**src/rtl/masked_and_driver_if.sv**
```systemverilog
// Share bus between the masked AND driver and the 3-share gadget.
// The gadget keeps its own enable-edge counter and has no reset.
interface masked_and_driver_if #(
   parameter int D = 3
);
   localparam int RW = D * (D - 1) / 2;

   logic [D-1:0]  ina;
   logic [D-1:0]  inb;
   logic [RW-1:0] rin;
   logic          AndEnable;
   logic          AndDone;
   logic [D-1:0]  and_out;

   modport master (
      output ina,
      output inb,
      output rin,
      output AndEnable,
      input  AndDone,
      input  and_out
   );

   modport slave (
      input  ina,
      input  inb,
      input  rin,
      input  AndEnable,
      output AndDone,
      output and_out
   );
endinterface

```
**src/rtl/masked_and_driver.sv**
```systemverilog
// Initiator for a 3-share masked AND gadget: share encoding, gadget
// randomness, enable sequencing and counter realignment after reset.
module masked_and_driver #(
   parameter int          D         = 3,
   parameter logic [31:0] LFSR_SEED = 32'hACE12468
) (
   input  logic         clk,
   input  logic         rst,
   input  logic         in_valid,
   output logic         in_ready,
   input  logic         in_a,
   input  logic         in_b,
   output logic         res_valid,
   input  logic         res_ready,
   output logic         res_out,
   output logic [D-1:0] res_shares,
   output logic         sync_err,
   masked_and_driver_if.master gad
);
   localparam int          RW   = D * (D - 1) / 2;
   localparam logic [31:0] TAPS = 32'h80200003;
   localparam logic [31:0] SEED =
      (LFSR_SEED == 32'd0) ? 32'd1 : LFSR_SEED;

   if (D != 3) begin : g_d_check
      $error("masked_and_driver supports only D = 3");
   end

   typedef enum logic [2:0] {
      FLUSH_PULSE,
      FLUSH_CHECK,
      IDLE,
      RUN,
      CHECK,
      DONE
   } state_t;

   state_t        state_q, state_d;
   logic [31:0]   lfsr_q, lfsr_d;
   logic [D-1:0]  ina_q, ina_d;
   logic [D-1:0]  inb_q, inb_d;
   logic [RW-1:0] rin_q, rin_d;
   logic [D-1:0]  rsh_q, rsh_d;
   logic          en_q, en_d;
   logic          rdy_q, rdy_d;
   logic          rv_q, rv_d;
   logic          rout_q, rout_d;
   logic          serr_q, serr_d;
   logic [1:0]    ecnt_q, ecnt_d;

   logic [D-1:0]  enc_a;
   logic [D-1:0]  enc_b;
   logic [RW-1:0] enc_r;

   // Top share carries the value, the lower two are pure mask bits.
   assign enc_a = {in_a ^ lfsr_q[0] ^ lfsr_q[1], lfsr_q[0], lfsr_q[1]};
   assign enc_b = {in_b ^ lfsr_q[2] ^ lfsr_q[3], lfsr_q[2], lfsr_q[3]};
   assign enc_r = lfsr_q[6:4];

   always_comb begin
      state_d = state_q;
      lfsr_d  = {1'b0, lfsr_q[31:1]} ^ (lfsr_q[0] ? TAPS : 32'd0);
      ina_d   = ina_q;
      inb_d   = inb_q;
      rin_d   = rin_q;
      rsh_d   = rsh_q;
      en_d    = en_q;
      rdy_d   = rdy_q;
      rv_d    = rv_q;
      rout_d  = rout_q;
      serr_d  = 1'b0;
      ecnt_d  = ecnt_q;
      unique case (state_q)
         FLUSH_PULSE: begin
            ina_d = '0;
            inb_d = '0;
            rin_d = '0;
            // Entered with enable low after reset or a sync error.
            if (!en_q) begin
               en_d = 1'b1;
            end else begin
               en_d    = 1'b0;
               state_d = FLUSH_CHECK;
            end
         end
         FLUSH_CHECK: begin
            if (gad.AndDone) begin
               rdy_d   = 1'b1;
               state_d = IDLE;
            end else begin
               en_d    = 1'b1;
               state_d = FLUSH_PULSE;
            end
         end
         IDLE: begin
            if (in_valid) begin
               ina_d   = enc_a;
               inb_d   = enc_b;
               rin_d   = enc_r;
               en_d    = 1'b1;
               rdy_d   = 1'b0;
               ecnt_d  = 2'd0;
               state_d = RUN;
            end
         end
         RUN: begin
            if (ecnt_q == 2'd2) begin
               en_d    = 1'b0;
               state_d = CHECK;
            end else begin
               ecnt_d = ecnt_q + 2'd1;
            end
         end
         CHECK: begin
            ina_d = '0;
            inb_d = '0;
            rin_d = '0;
            if (gad.AndDone) begin
               rsh_d   = gad.and_out;
               rout_d  = ^gad.and_out;
               rv_d    = 1'b1;
               state_d = DONE;
            end else begin
               serr_d  = 1'b1;
               state_d = FLUSH_PULSE;
            end
         end
         DONE: begin
            if (res_ready) begin
               rv_d    = 1'b0;
               rdy_d   = 1'b1;
               state_d = IDLE;
            end
         end
         default: begin
            en_d    = 1'b0;
            state_d = FLUSH_PULSE;
         end
      endcase
   end

   always_ff @(posedge clk) begin
      if (rst) begin
         state_q <= FLUSH_PULSE;
         lfsr_q  <= SEED;
         ina_q   <= '0;
         inb_q   <= '0;
         rin_q   <= '0;
         rsh_q   <= '0;
         en_q    <= 1'b0;
         rdy_q   <= 1'b0;
         rv_q    <= 1'b0;
         rout_q  <= 1'b0;
         serr_q  <= 1'b0;
         ecnt_q  <= 2'd0;
      end else begin
         state_q <= state_d;
         lfsr_q  <= lfsr_d;
         ina_q   <= ina_d;
         inb_q   <= inb_d;
         rin_q   <= rin_d;
         rsh_q   <= rsh_d;
         en_q    <= en_d;
         rdy_q   <= rdy_d;
         rv_q    <= rv_d;
         rout_q  <= rout_d;
         serr_q  <= serr_d;
         ecnt_q  <= ecnt_d;
      end
   end

   assign in_ready      = rdy_q;
   assign res_valid     = rv_q;
   assign res_out       = rout_q;
   assign res_shares    = rsh_q;
   assign sync_err      = serr_q;
   assign gad.ina       = ina_q;
   assign gad.inb       = inb_q;
   assign gad.rin       = rin_q;
   assign gad.AndEnable = en_q;
endmodule

```
**src/flat_wrapper.sv**
```systemverilog
// flat-port wrapper written by rule: the top's interface ports become plain ports
module masked_and_driver_flat 
#(
   parameter int          D         = 3,
   parameter logic [31:0] LFSR_SEED = 32'hACE12468
)
  (clk, rst, in_valid, in_ready, in_a, in_b, res_valid, res_ready, res_out, res_shares, sync_err, gad_ina, gad_inb, gad_rin, gad_AndEnable, gad_AndDone, gad_and_out);
  masked_and_driver_if #(.D(D)) gad_i ();
  input  logic clk;
  input  logic rst;
  input  logic in_valid;
  output logic in_ready;
  input  logic in_a;
  input  logic in_b;
  output logic res_valid;
  input  logic res_ready;
  output logic res_out;
  output logic [D-1:0] res_shares;
  output logic sync_err;
  output wire logic [$bits(gad_i.ina)-1:0] gad_ina;
  output wire logic [$bits(gad_i.inb)-1:0] gad_inb;
  output wire logic [$bits(gad_i.rin)-1:0] gad_rin;
  output wire logic [$bits(gad_i.AndEnable)-1:0] gad_AndEnable;
  input wire logic [$bits(gad_i.AndDone)-1:0] gad_AndDone;
  input wire logic [$bits(gad_i.and_out)-1:0] gad_and_out;
  assign gad_ina = gad_i.ina;
  assign gad_inb = gad_i.inb;
  assign gad_rin = gad_i.rin;
  assign gad_AndEnable = gad_i.AndEnable;
  assign gad_i.AndDone = gad_AndDone;
  assign gad_i.and_out = gad_and_out;
  masked_and_driver #(.D(D), .LFSR_SEED(LFSR_SEED)) u_core (.clk(clk), .rst(rst), .in_valid(in_valid), .in_ready(in_ready), .in_a(in_a), .in_b(in_b), .res_valid(res_valid), .res_ready(res_ready), .res_out(res_out), .res_shares(res_shares), .sync_err(sync_err), .gad(gad_i));
endmodule
```
**config.mk**
```make
export PLATFORM = sky130hd
export DESIGN_NAME = masked_and_driver_flat
export DESIGN_NICKNAME = d
export VERILOG_FILES = /design/src/rtl/masked_and_driver_if.sv /design/src/rtl/masked_and_driver.sv /design/src/flat_wrapper.sv
export SDC_FILE = /design/constraint.sdc
export NUM_CORES = 1
export LEC_CHECK = 0
export BUFFER_PORTS_ARGS = -buffer_cell sky130_fd_sc_hd__buf_2
export CORE_UTILIZATION = 35
export DETAILED_ROUTE_END_ITERATION = 16
export HOLD_SLACK_MARGIN = 0.05
export SLEW_MARGIN = 20
export SYNTH_ARGS = -nofsm -noshare
export SYNTH_HDL_FRONTEND = slang
export SYNTH_SLANG_ARGS = --single-unit
```
**constraint.sdc**
```tcl
create_clock -name clk -period 2.75 [get_ports clk]
set_input_delay 0.1375 -clock clk [delete_from_list [all_inputs] [get_ports clk]]
set_output_delay 0.1375 -clock clk [all_outputs]
set_load 0.02 [all_outputs]
```
# Word-level counts from Yosys, hierarchy flattened
# Cells that the tools add are included.
[word_totals]
reg_bits = 54
latchBits = 0
ramBits = 0
rom_bits = 0
in_bits = 10
mem_count = 0
[classes]
n_addsub = 1
multipliers = 0
div_mod_pow = 0
order_cmp = 0
n_eq_ne = 14
shift = 0
muxes = 29
bitwise = 7
reduce_logical = 16
[op_table]
columns = ["cell", "n"]
rows = [
  ["$mux W32", 1],
  ["$xor A31 B32 Y32", 1],
  ["$mux W3", 8],
  ["$pmux W3 S2", 3],
  ["$pmux W3 S6", 1],
  ["$ne A2 B2 Y1 const B", 6],
  ["$reduce_and A4 Y1", 3],
  ["$mux W1", 9],
  ["$eq A3 B2 Y1 const B", 2],
  ["$eq A3 B3 Y1 const B", 2],
  ["$mux W2", 3],
  ["$reduce_and A3 Y1", 2],
  ["$reduce_bool A2 Y1", 3],
  ["$reduce_or A2 Y1", 3],
  ["$pmux W1 S5", 1],
  ["$ne A2 B1 Y1 const B", 2],
  ["$pmux W2 S2", 1],
  ["$reduce_and A2 Y1", 2],
  ["$xor A1 B1 Y1", 4],
  ["$eq A3 B1 Y1 const B", 1],
  ["$logic_not A3 Y1", 1],
  ["$pmux W1 S3", 1],
  ["$reduce_bool A3 Y1", 1],
  ["$reduce_xor A3 Y1", 1],
  ["4 further kinds", 5],
]

# Depth between registers and ports, before layout
# Gate-level depths: netlist of run 1.
[depth]
depth_word = 4
depth_mapped = 5
depth_no_buf = 5

# Worst setup path before layout of run 1
# Ideal clock, no wire load.
[synth_timing]
path_type = "flip-flop to flip-flop"
startpoint = "register u_core.ecnt_q[0]"
endpoint = "register u_core.en_q, in the netlist u_core.gad.AndEnable"
setup_time_ns = 0.121
t_arrival_ns = 1.095
required_ns = 2.629
slack_ns = 1.534
stages_incl_launch_ff = 6
path_buffers = 0
period_less_slack_ns = 1.216
path_cell_list = "dfxtp_1 -> inv_1 -> ha_1 -> mux2i_1 -> a2bb2oi_1 -> mux2_2"
[synth_between]
elab_chain_len = 3
[synth_rtl]
columns = ["element", "line_no", "text"]
rows = [
  ["from (decl)", "masked_and_driver.sv:49", "logic [1:0] ecnt_q, ecnt_d;"],
  ["from (signal assigned)", "masked_and_driver.sv:168", "ecnt_q <= ecnt_d;"],
  ["$eq A2 B2 Y1", "masked_and_driver.sv:107", "if (ecnt_q == 2'd2) begin"],
  ["$ne A2 B1 Y1 (no line)", "-", ""],
  ["$reduce_and A4 Y1 (no line)", "-", ""],
  ["to (signal assigned)", "masked_and_driver.sv:163", "en_q <= en_d;"],
  ["to (decl)", "masked_and_driver.sv:44", "logic en_q, en_d;"],
]
# No other way between the ends.
# A chain may end at the register's enable or synchronous reset.

# Final worst setup path of run 1
[layout_timing]
startpoint = "register u_core.state_q[0]"
endpoint = "register u_core.ecnt_q[1]"
[layout_between]
elab_chain_len = 3
word_cells_on_any_way = 7
[layout_rtl]
columns = ["element", "line_no", "text"]
rows = [
  ["from (decl)", "masked_and_driver.sv:38", "state_t state_q, state_d;"],
  ["from (signal assigned)", "masked_and_driver.sv:157", "state_q <= state_d;"],
  ["$eq A3 B2 Y1", "masked_and_driver.sv:73", "unique case (state_q)"],
  ["$ne A2 B2 Y1 (no line) / $reduce_bool A2 Y1 (equally long branches)", "-", ""],
  ["$reduce_and A3 Y1 (no line)", "-", ""],
]
# Several ways; a longest one is shown, not always the timed one.

==> run metrics, run 1 <==
Mapped Cells approximately 190; input/output buffers 26; Die Span Y 77.5 um; global-route usage over all layers between 10% and 20%; clock-pin slew of the registers on the worst-case setup and hold paths 0.09 ns; Via Count between 1,000 and 1,500; Ports 27; DRC viols 0; fmax around 620 MHz; RePlAce Congestion 0.696; post-route clock period utilization 58.9%; CP max-delay cell dfxtp_1; TritonCTS Buffers 5; vias per cell between 4 and 5; area share of the largest cell type after synthesis 54.2%; nets ~230; RSZ-0062 raised after global routing false; worst vdd ir 0.000419 V; Pins Over Slew Limit 0; antenna fix cells 0; Synthesis Warnings 0; CP arrival between 1.5 and 2 ns; Initial Util ~36%; share of layout cells above drive strength 1 27.0%; Layout area overhead 13.1%; Distinct cells, synth 37; status finished, final reports clean; R2R cell count 3; Setup TNS Final 0 ns; total wire length approximately 3300 um; Die ar. around 0.006 mm2; GR Overflow Total 0; worst-case clock buffer depth 2; largest net degree at the start of global routing 42; CP cell instances nand4bb_1, nand3_1, a21oi_1; Clock Skew around 0.0047 ns; Syn Area/Cell 10.3 um2; area of the core 0.00551 mm2; initial antenna violation count 0; Worst-Margin Slew 0.710 ns; register area share after synthesis 54.2%; Hold Violations, Final 0; leading cell types in the layout, fill and taps excluded dfxtp_1, buf_2, nor2b_1, nand2_1, a21oi_1; vias in the first global route around 1,200; DR pass1 iterations 4; worst path required time 2.99 ns; Die X 77.5 um; Placed Area 0.00214 mm2; Startpoint Class register; final setup fails 0; most common cell after layout, fill and taps aside dfxtp_1; WS Path Type register to register; HPWL reported at the end of detailed placement approximately 2100 um; R2R Setup Slk 1.13 ns; DR iter-0 viols 69; Slew Limit Headroom 52.6%; pwr dens 778 mW/mm2; Synth area leaders dfxtp_1, nor2b_1, or2_2; Worst-Skew Late Latency 0.30 ns; Design Area, Final about 0.0023 mm2; CTS Root Cell clkbuf_8; Net Count, Synth around 200; hold buffers post-CTS 0; CP max FO 24; CTS tree built; maximum capacitance violations 0; Critical Path Max Stage Delay 0.79 ns; postcts setup bufs 0; Min-Delay Path Depth 3; #FFs+latches synth 54; antenna viol nets, final 0; min cycle time layout 1.62 ns; Leak 0.891 nW; # rows 27; CP Capture Type register; H-tree depth 2; final core occ about two fifths; CTS Sinks 54; synthesized area around 0.0020 mm2; Resized Gates After CTS 0; first-pass GRT wire length 5710 um; Fillers approximately 560; Yosys top cell by area dfxtp_1; Hold Crit Class input pin to register; DR WL/cell 11.5 um
-- routing by layer --
layer / wire, um / share of wire, % / global-route usage, % / vias up
met5: 0 / 0 / 0 / -
met4: 44 / 1.3 / 5.09 / 0
met3: 143 / 4.3 / 4.00 / 5
met2: 1380 / 42 / 18.1 / 22
met1: 1730 / 52 / 16.0 / 580
li1: - / - / - / 680
-- Yosys cell counts (all sizes together) --
master   instances
dfxtp           54
nor2b           22
nand2           16
a21oi           13
or2             12
buf              8
nor2             7
mux2i            6
o21ai            6
clkbuf           5
nand3            5
inv              4
nand2b           4
xnor2            4
and4bb           3
a211oi           2
a2bb2oi          2
and3b            2
mux2             2
nand4bb          2
o221a            2
xor2             2
a2111oi          1
a221oi           1
a31oi            1
and2b            1
ha               1
nor3             1
nor3b            1
nor4             1
o21ba            1
xor3             1
-- kinds of logic (layout without fill, tap and decap cells) --
group / Yosys count / after routing / share of synthesized area, %
buffers and inverters: 17 / 39 / 4.70
adders and majority gates: 1 / 1 / 0.627
AOI/OAI and AO/OA: 29 / 29 / 9.53
and+or+nand+nor: 77 / 77 / 23.0
xor gates and xnor gates: 7 / 7 / 3.82
muxes: 8 / 8 / 4.14
DFF: 54 / 54 / 54.2
-- registers in the layout, summed over array words and instances, names as in the netlist, 2 cells and up --
name and count:
u_core.lfsr_q 32, u_core.gad.inb 3, u_core.ecnt_q 2, u_core.gad.ina 3, u_core.gad.rin 3, u_core.res_shares 3, u_core.state_q 3
-- per-stage QoR --
stage	hold WS [ns]	worst slack (ns)	power (mW)	instances
5_1_grt	0.0991	0.905	1.86	287
2_1_floorplan	0.216	1.53	1.21	193
6_report	0.0947	1.13	1.76	287
3_3_place_gp	0.394	1.17	1.24	279
4_1_cts	0.0868	1.14	1.78	287
3_5_place_dp	0.395	1.16	1.25	279
-- worst max-delay path, delay by kind of cell, from the launching register on --
kind / cells / cell delay [ns]
DFF: 1 / 0.79
and+or+nand+nor: 2 / 0.61
AOI/OAI and AO/OA: 1 / 0.15
-- where the power goes --
part	internal (mW)	leakage, nW	switching, mW
clock network	0.273	0.0585	0.256
logic	0.157	0.387	0.137
registers	0.846	0.445	0.0872
-- worst paths after layout --
kind | end | startpoint
setup / recovery | u_core.ecnt_q[1] | u_core.state_q[0]
hold / removal | u_core.res_shares[0] | gad_and_out[0]
setup reg to reg | u_core.ecnt_q[1] | u_core.state_q[0]
hold reg to reg | u_core.lfsr_q[6] | u_core.lfsr_q[7]
-- cell type report --
class / instances / area, um2 / area share (%)
Sequential cell: 54 / 1080 / 47.9
Timing Repair Buffer: 27 / 138 / 6.10
Inverter: 4 / 15.0 / 0.665
Tap cell: 72 / 90.1 / 3.99
Clock inverter: 3 / 43.8 / 1.94
Clock buffer: 5 / 68.8 / 3.05
Multi-Input combinational cell: 122 / 821 / 36.4
Note: power is estimated with default switching activity, not from simulation.
==> inputs of run 2 (changes only) <==
Clock period 2.75 ns to 1.35 ns, I/O delays scaled along.
==> run 2 against run 1 <==
Against the previous run: register-to-register slack worse by 1.1 ns; via count up 6.4%; highest routed layer unchanged; final area up 5.2%; worst setup slack worse by 1.1 ns.
==> run metrics, run 2 (synthesized netlist as in run 1, its figures left out) <==
Leak 0.939 nW (+5.4%); final non-filler cell total 299 (+4.2%); CP max-delay cell dfxtp_4; postcts setup bufs 0 (unchanged); antenna fix cells 0 (unchanged); Clock Skew 0.00424 ns (-0.000488 ns); Startpoint Class register; HPWL reported at the end of detailed placement 2270 um (+6.2%); share of layout cells above drive strength 1 30.0% (+3.0 points); pwr dens 1500 mW/mm2 (+93%); RePlAce Congestion 0.691 (-0.78%); Top delay family on crit path flip-flops; Worst-Margin Slew 0.336 ns (-0.374 ns); worst-case clock buffer depth 2 (unchanged); placed cell count 286 (+2.5%); maximum capacitance violations 0 (unchanged); final setup fails 0 (unchanged); Die X 77.5 um (unchanged); vias per cell 4.58 (+2.2%); largest net degree at the start of global routing 25 (-40%); # rows 27 (unchanged); input/output buffers 26 (unchanged); Via Count 1,370 (+6.4%); max reg flops 32 (unchanged); Ports 27 (unchanged); Die ar. 0.00601 mm2 (unchanged); DR iter-0 viols 66 (-4.3%); DR WL/cell 11.8 um (+2.2%); Pins Over Slew Limit 0 (unchanged); overall power 3.57 mW (+100%); post-route clock period utilization 95.7% (+37 points); DRC viols 0 (unchanged); vias in the first global route 1,288 (+3.1%); WS Path Type register to register; area of the core 0.00551 mm2 (unchanged); min cycle time layout 1.29 ns (-0.327 ns); Hold Violations, Final 0 (unchanged); fmax 774 MHz (+25%); global-route usage over all layers 12.9% (+0.69 points); CTS Sinks 54 (unchanged); first-pass GRT wire length 6000 um (+5.1%); initial antenna violation count 0 (unchanged); RSZ-0062 raised after global routing false; Layout area overhead 19.0%; CP arrival 1.50 ns (-0.36 ns); Die Span Y 77.5 um (unchanged); Fin Hold WS 0.119 ns (+0.0246 ns); most common cell after layout, fill and taps aside dfxtp_1; H-tree depth 2 (unchanged); total wire length 3520 um (+6.5%); Fillers 541 (-3.0%); Critical Path Max Stage Delay 0.39 ns (-0.40 ns); Hold Crit Class input pin to register; nets 237 (+5.3%); CTS tree built; Buf+Inv Stages, Crit Path 1 (+1); CP Capture Type register; CP max FO 12 (-50%); worst vdd ir 0.000728 V (+74%); status finished, final reports clean; GR Overflow Total 0 (unchanged); leading cell types in the layout, fill and taps excluded dfxtp_1, buf_2, nor2b_1, nand2_1, a21oi_1; antenna viol nets, final 0 (unchanged); Setup TNS Final 0 ns (unchanged); CTS Root Cell clkbuf_8; TritonCTS Buffers 5 (unchanged); worst path required time 1.55 ns (-1.44 ns); CP cell instances buf_12, nor2b_1, a2bb2oi_1, mux2_2; Worst-Skew Late Latency 0.31 ns (about the same); largest reg by FF count u_core.lfsr_q; Initial Util 36.2% (unchanged); DR pass1 iterations 4 (unchanged); Slew Limit Headroom 77.5% (+25 points); clock-pin slew of the registers on the worst-case setup and hold paths 0.09 ns (about the same)
[run 2: cell types whose count changed in the layout (fill, tap and decap cells not counted), sizes merged]
cell,change
clkinvlp,+1
clkinv,+1
dlygate4sd3,+5
bufinv,-1
buf,+7
inv,-1
[run 2: layout make-up]
class                      count  area (um2)  share of cell area (%)
timing repair buffer          39         265                    11.2
multi-input combinational    122         828                    34.9
sequential                    54        1090                    45.7
clock buffer                   5        68.8                    2.90
inverter                       4        15.0                   0.632
tap                           72        90.1                    3.79
clock inverter                 3        21.3                   0.896
[run 2: worst paths after layout]
| check | start | endpoint | slack (ns) | cells after the start |
|---|---|---|---|---|
| hold / removal | rst | u_core.lfsr_q[1] | 0.12 | 2 |
| setup / recovery | u_core.state_q[1] | u_core.gad.AndEnable | 0.06 | 4 |
| hold reg to reg | u_core.lfsr_q[28] | u_core.lfsr_q[27] | 0.42 | 1 |
| setup reg to reg | u_core.state_q[1] | u_core.gad.AndEnable | 0.06 | 4 |
[run 2: through the flow]
step / utilization (%) / worst slack (ns) / area, um2
floorplan: - / 0.134 / 2000
global placement: 40.4 / 0.0652 / 2220
detailed placement: 40.4 / -0.00986 / 2220
CTS: 42.9 / 0.0318 / 2360
global route: 43.1 / 0.00787 / 2370
finish: 43.1 / 0.0583 / 2370
[run 2: metal layers]
layer	vias up	wire length, um	part of all wire [%]	global-route usage (%)
li1	708	-	-	-
met1	634	1770	50	16.9
met2	21	1550	44	19.3
met3	7	134	3.8	4.00
met4	0	67	1.9	5.66
met5	-	0	0	0
[run 2: where the power goes]
part	internal, mW	total [mW]	switching (mW)
Sequential	1.73	1.83	0.0982
Clock	0.365	0.891	0.526
Combinational	0.447	0.853	0.406
[run 2: what timing repair did]
action	4_1_cts	5_1_grt
hold endpoints to repair	5	0
endpoints found under the setup margin	1	4
hold buffers	5	0
gates resized for setup	1	5
pin swaps	0	1
